`src/rtl/lvds_iq_tx_pkg.sv`:
```
// Shared definitions for the LVDS I/Q modem transmitter: FSM encodings,
// frame sync constants and the helper that stamps sync bits onto a word.
package lvds_iq_pkg;

    typedef enum logic [1:0] {
        ST_IDLE  = 2'd0,
        ST_FETCH = 2'd1,
        ST_WAIT  = 2'd2,
        ST_TX    = 2'd3
    } tx_state_t;

    localparam logic [1:0]  I_SYNC       = 2'b10;
    localparam logic [1:0]  Q_SYNC       = 2'b01;
    localparam logic [31:0] ZERO_FRAME   = 32'h8000_4000;
    localparam int          FRAME_PHASES = 16;

    // Last bit-pair slot of a frame, and the slot where the next word is requested
    // so that its data is settled by the time the frame boundary arrives.
    localparam logic [3:0]  LAST_PHASE   = 4'(FRAME_PHASES - 1);
    localparam logic [3:0]  PULL_PHASE   = 4'(FRAME_PHASES - 3);

    // Overwrite the I and Q sync fields regardless of what the FIFO delivered.
    function automatic logic [31:0] force_sync(input logic [31:0] word);
        return {I_SYNC, word[29:16], Q_SYNC, word[13:0]};
    endfunction

endpackage

```
`src/rtl/lvds_iq_tx_if.sv`:
```
// Read-side connection between the transmitter and the external TX FIFO.
interface lvds_iq_tx_if;

    logic        i_fifo_empty;
    logic [31:0] i_fifo_data;
    logic        o_fifo_pull;
    logic        o_fifo_read_clk;

    // The transmitter is the reader and drives the strobe and read clock.
    modport master (
        input  i_fifo_empty,
        input  i_fifo_data,
        output o_fifo_pull,
        output o_fifo_read_clk
    );

    // The FIFO presents its flag and data and consumes the strobe.
    modport slave (
        output i_fifo_empty,
        output i_fifo_data,
        input  o_fifo_pull,
        input  o_fifo_read_clk
    );

endinterface

```
`src/rtl/lvds_iq_tx.sv`:
```
// LVDS I/Q transmitter: fetches 32-bit words from the TX FIFO, stamps the
// sync fields and serialises each frame MSB first, two bits per clock.
module lvds_iq_tx
    import lvds_iq_pkg::*;
(
    input  logic              i_ddr_clk,
    input  logic              i_rst_b,
    input  logic              i_tx_enable,
    lvds_iq_tx_if.master      fifo,
    output logic [1:0]        o_ddr_data,
    output logic              o_underrun,
    output logic [1:0]        o_debug_state
);

    tx_state_t   state;
    tx_state_t   state_next;
    logic [3:0]  phase;
    logic [31:0] shift;
    logic        have_word;
    logic [1:0]  ddr_q;
    logic        pull_now;
    logic        underrun_now;
    logic        frame_end;

    assign fifo.o_fifo_read_clk = i_ddr_clk;
    assign frame_end            = (state == ST_TX) && (phase == LAST_PHASE);

    // State register.
    always_ff @(posedge i_ddr_clk or negedge i_rst_b) begin
        if (!i_rst_b) begin
            state <= ST_IDLE;
        end else begin
            state <= state_next;
        end
    end

    // Next-state decision; a frame in flight always runs to its last phase.
    always_comb begin
        state_next = state;
        case (state)
            ST_IDLE: begin
                if (i_tx_enable) state_next = ST_FETCH;
            end
            ST_FETCH: begin
                if (!i_tx_enable)            state_next = ST_IDLE;
                else if (!fifo.i_fifo_empty) state_next = ST_WAIT;
            end
            ST_WAIT: begin
                state_next = ST_TX;
            end
            ST_TX: begin
                if (frame_end && !have_word && !i_tx_enable) state_next = ST_IDLE;
            end
            default: begin
                state_next = ST_IDLE;
            end
        endcase
    end

    // FIFO strobe and underrun flag; a pull is only issued while enabled so no word is stranded.
    always_comb begin
        pull_now     = 1'b0;
        underrun_now = 1'b0;
        case (state)
            ST_FETCH: begin
                pull_now = i_tx_enable && !fifo.i_fifo_empty;
            end
            ST_TX: begin
                pull_now     = (phase == PULL_PHASE) && i_tx_enable && !fifo.i_fifo_empty;
                underrun_now = frame_end && !have_word && i_tx_enable;
            end
            default: begin
                pull_now     = 1'b0;
                underrun_now = 1'b0;
            end
        endcase
    end

    // Serializer, phase counter and fetched-word tracking.
    always_ff @(posedge i_ddr_clk or negedge i_rst_b) begin
        if (!i_rst_b) begin
            phase     <= '0;
            shift     <= '0;
            have_word <= 1'b0;
            ddr_q     <= 2'b00;
        end else begin
            case (state)
                ST_WAIT: begin
                    shift     <= force_sync(fifo.i_fifo_data);
                    phase     <= '0;
                    have_word <= 1'b0;
                    ddr_q     <= 2'b00;
                end
                ST_TX: begin
                    ddr_q <= shift[31:30];
                    if (frame_end) begin
                        phase     <= '0;
                        have_word <= 1'b0;
                        if (have_word)        shift <= force_sync(fifo.i_fifo_data);
                        else if (i_tx_enable) shift <= ZERO_FRAME;
                        else                  shift <= '0;
                    end else begin
                        shift <= {shift[29:0], 2'b00};
                        phase <= phase + 4'd1;
                        if (phase == PULL_PHASE) have_word <= pull_now;
                    end
                end
                default: begin
                    phase     <= '0;
                    have_word <= 1'b0;
                    ddr_q     <= 2'b00;
                end
            endcase
        end
    end

    assign fifo.o_fifo_pull = pull_now;
    assign o_underrun       = underrun_now;
    assign o_ddr_data       = ddr_q;
    assign o_debug_state    = state;

endmodule

```
`src/flat_wrapper.sv`:
```
// flat-port wrapper written by rule: the top's interface ports become plain ports
module lvds_iq_tx_flat import lvds_iq_pkg::*;
  (i_ddr_clk, i_rst_b, i_tx_enable, o_ddr_data, o_underrun, o_debug_state, fifo_i_fifo_empty, fifo_i_fifo_data, fifo_o_fifo_pull, fifo_o_fifo_read_clk);
  lvds_iq_tx_if fifo_i ();
  input  logic i_ddr_clk;
  input  logic i_rst_b;
  input  logic i_tx_enable;
  output logic [1:0] o_ddr_data;
  output logic o_underrun;
  output logic [1:0] o_debug_state;
  input wire logic [$bits(fifo_i.i_fifo_empty)-1:0] fifo_i_fifo_empty;
  input wire logic [$bits(fifo_i.i_fifo_data)-1:0] fifo_i_fifo_data;
  output wire logic [$bits(fifo_i.o_fifo_pull)-1:0] fifo_o_fifo_pull;
  output wire logic [$bits(fifo_i.o_fifo_read_clk)-1:0] fifo_o_fifo_read_clk;
  assign fifo_i.i_fifo_empty = fifo_i_fifo_empty;
  assign fifo_i.i_fifo_data = fifo_i_fifo_data;
  assign fifo_o_fifo_pull = fifo_i.o_fifo_pull;
  assign fifo_o_fifo_read_clk = fifo_i.o_fifo_read_clk;
  lvds_iq_tx u_core (.i_ddr_clk(i_ddr_clk), .i_rst_b(i_rst_b), .i_tx_enable(i_tx_enable), .fifo(fifo_i), .o_ddr_data(o_ddr_data), .o_underrun(o_underrun), .o_debug_state(o_debug_state));
endmodule
```
`config.mk`:
```
export PLATFORM = sky130hd
export DESIGN_NAME = lvds_iq_tx_flat
export DESIGN_NICKNAME = d
export VERILOG_FILES = /design/src/rtl/lvds_iq_tx_pkg.sv /design/src/rtl/lvds_iq_tx_if.sv /design/src/rtl/lvds_iq_tx.sv /design/src/flat_wrapper.sv
export SDC_FILE = /design/constraint.sdc
export NUM_CORES = 1
export LEC_CHECK = 0
export ABC_AREA = 1
export CORE_MARGIN = 2
export CORE_UTILIZATION = 35
export DETAILED_ROUTE_END_ITERATION = 10
export SLEW_MARGIN = 20
export SYNTH_ARGS = -nofsm -noshare
export SYNTH_HDL_FRONTEND = slang
export SYNTH_SLANG_ARGS = --single-unit
```
`constraint.sdc`:
```
create_clock -name i_ddr_clk -period 2.1 [get_ports i_ddr_clk]
set_clock_uncertainty 0.2 [all_clocks]
set_input_delay 0.525 -clock i_ddr_clk [delete_from_list [all_inputs] [get_ports i_ddr_clk]]
set_output_delay 0.525 -clock i_ddr_clk [all_outputs]
set_load 0.005 [all_outputs]
```
==> qor.yml <==
setup_path:
  path_cells: "inv_1, ha_2, nand3_2, a21boi_2, buf_2"
  crit_required_ns: 1.37
  worst_path_dominant_cell_family: "flip-flops"
  cp.arrival_ns: 1.41
  cp_slowest_cell: "dfrtp_1"
  path_max_fanout: 3
  cp.buffers_inverters: 2
  crit_path_max_incr_delay_ns: 0.43
  worstSetupPathType: "flop to primary output"
  crit_path_end_kind: "primary output"
  critPathLaunchType: "flop"
place:
  port_buffers: 38
  dpl_cell_area_um2: 2570
  place.gp.congestion: 0.772
  detailedPlacementHpwl_um: 3110
die:
  core_area_um2: 5850
  boundaryPins: 43
  dieArea_um2: 6650
  row_count: 28
  chipWidth_um: 81.6
  initial_core_util: 0.360
  dieHeight_um: 81.6
power:
  intPower_mw: 2.13
  seq_power_share: 0.398
  clock_power_share: 0.245
  switchingPower_mw: 1.12
  power.leakage_nw: 1.24
  cellPowerDensity_nw_per_um2: 1160
  power.switching_fraction: 0.345
  power_frac_comb: 0.357
  peakVddDrop_mv: 0.651
sta:
  rsz0062_at_grt: "true"
  slew_headroom: 0.646
  period_minus_slack_ns: 2.13
  clock.fmax_mhz: 469
  setup_slack_ns: -0.0313
  pins_over_slew_limit: 0
  finalHoldWorstSlack_ns: -0.0155
  finalCritPeriodShare: 1.01
  totalNegativeSetupSlack_ns: -0.0313
  final_count_of_hold_timing_violations: 21
  finish_stage_setup_viols: 1
  worst_pin_slew_ns: 0.531
cells_and_area:
  layout_commonest_cell: "nand2_1"
  flow.area_growth_from_synthesis_pct: 33.0
  drive_gt1_frac: 0.171
  final_design_area_no_fill_um2: 2800
  layout.nets: 347
  antennaDiodeCount: 0
  final_cell_mix: "97 x nand2_1, 38 x dfrtp_1, 32 x clkdlybuf4s50_1"
routing:
  drtAntennaViolNets: 0
  via_count: 1921
  drt_first_pass_iters: 4
  drt_iter0_drc: 129
  total_routed_wirelength_um: 5110
  per_cell_routed_wire_length_um: 13.3
  post_drt_via_cell_ratio: 4.99
  drc: 0
yosys:
  yosys_register_bits: 41
  sequential_to_total_area_share_from_yosys_stat: 0.487
  ys_types: 27
  synth-async-reset-ratio: 1.00
  ys_dominant_reg_cell: "dfrtp_1"
  post_synthesis_instance_total: 257
  synth_area_per_cell_um2: 8.19
  synth_warnings: 0
  edff_count_synth: 0
  area_of_the_mapped_netlist_um2: 2110
  synth_fp_nets: 295
global_routing:
  grt_first_pass_wirelength_um: 8630
  antenna_violations_before_repair: 0
  grt_util_all_layers: 0.172
  grt_overflow: 0
  first_global_vias: 1866
  largest_net_degree_at_the_start_of_global_routing: 42
clocking:
  hold_buf_count_cts: 0
  clk_pin_slew_ns: 0.08
  clock_latency_ns: 0.40
  tritoncts: "yes"
job:
  max-cap-violations: 0
status:
  outcome: "finished with violations"
  violations: "negative hold slack, negative setup slack"
min_path:
  hold_class: "primary input to async pin"
## state kept, by name, indices dropped and copies added, names as in the netlist, named ones only
register and cells:
u_core.have_word 1, u_core.o_ddr_data 2, u_core.o_debug_state 1, u_core.phase 4, u_core.shift 32
## synthesized netlist by cell type, types with 2 or more instances
cell type	number	share of area
nand2_1	97	0.17
a21oi_2	2	0.0083
buf_4	4	0.014
nand2_4	2	0.011
nand4_1	26	0.077
nor2_1	13	0.023
o21ai_0	5	0.012
ha_1	2	0.012
o21ai_2	2	0.0083
inv_2	2	0.0036
buf_2	5	0.012
inv_1	10	0.018
nand3_1	30	0.071
buf_6	4	0.021
dfrtp_1	41	0.49
## timing repair
item,4_1_cts,5_1_grt
setup buffers,7,0
endpoints found under the setup margin,4,4
pin swaps,3,1
cloned,0,0
resized for setup,23,4
## power groups by stage
stage / combinational [mW] / sequential (mW) / clock (mW)
finish: 1.16 / 1.29 / 0.797
global route: 1.33 / 1.33 / 0.853
CTS: 1.18 / 1.29 / 0.819
detailed placement: 1.11 / 1.30 / 0.0401
global placement: 1.09 / 1.29 / 0.0401
floorplan: 0.803 / 1.27 / 0.0309
## final cells by class
cell class	instances	area (um^2)
Multi-Input combinational cell	187	940
Tap cell	75	93.8
Inverter	14	60.1
Clock buffer	10	125
Clock inverter	1	30.0
Timing Repair Buffer	57	523
Sequential cell	41	1030
Fill cell	574	3050
## path summary, 6_finish.rpt
kind / startpoint / endpoint / slack [ns] / cells after the start
max in group asynchronous: i_rst_b / async pin / 1.32 / 2
setup / recovery: u_core.phase[1] / fifo_o_fifo_pull / -0.03 / 5
hold reg to reg: u_core.shift[14] / u_core.shift[16] / 0.29 / 2
hold / removal: i_rst_b / u_core.phase[3] / -0.02 / 2
min in group i_ddr_clk: u_core.shift[14] / u_core.shift[16] / 0.29 / 2
setup reg to reg: u_core.phase[0] / u_core.shift[27] / 0.37 / 7
## cells by family (layout without fill, tap and decap cells)
logic type,Yosys count,count (layout),share of synthesized area
flip-flops,41,41,0.487
AND/OR/NAND/NOR,172,172,0.375
buffers and inverters,29,82,0.0850
adder cells (fa/ha/maj),2,2,0.0119
AO/OA/AOI/OAI,13,13,0.0410
## per-stage QoR
| step | total power [mW] | std cells | setup slack (ns) | hold WS [ns] | util |
|---|---|---|---|---|---|
| after global routing | 3.51 | 385 | -0.0974 | 0.0245 | 0.479 |
| after detailed placement | 2.45 | 368 | -0.535 | 0.277 | 0.439 |
| after floorplan | 2.10 | 257 | 0.214 | 0.0294 | - |
| after CTS | 3.28 | 385 | -0.0259 | 0.00262 | 0.476 |
| final | 3.25 | 385 | -0.0313 | -0.0155 | 0.479 |
| after global placement | 2.42 | 368 | -0.521 | 0.272 | 0.439 |
## layer usage
metal | track usage | wire length, um | share of wire
met5 | 0 | 0 | 0
met3 | 0.0385 | 303 | 0.059
met1 | 0.231 | 2370 | 0.46
met2 | 0.266 | 2350 | 0.46
met4 | 0.0763 | 83 | 0.016
Power figures use the tool's default switching activity.
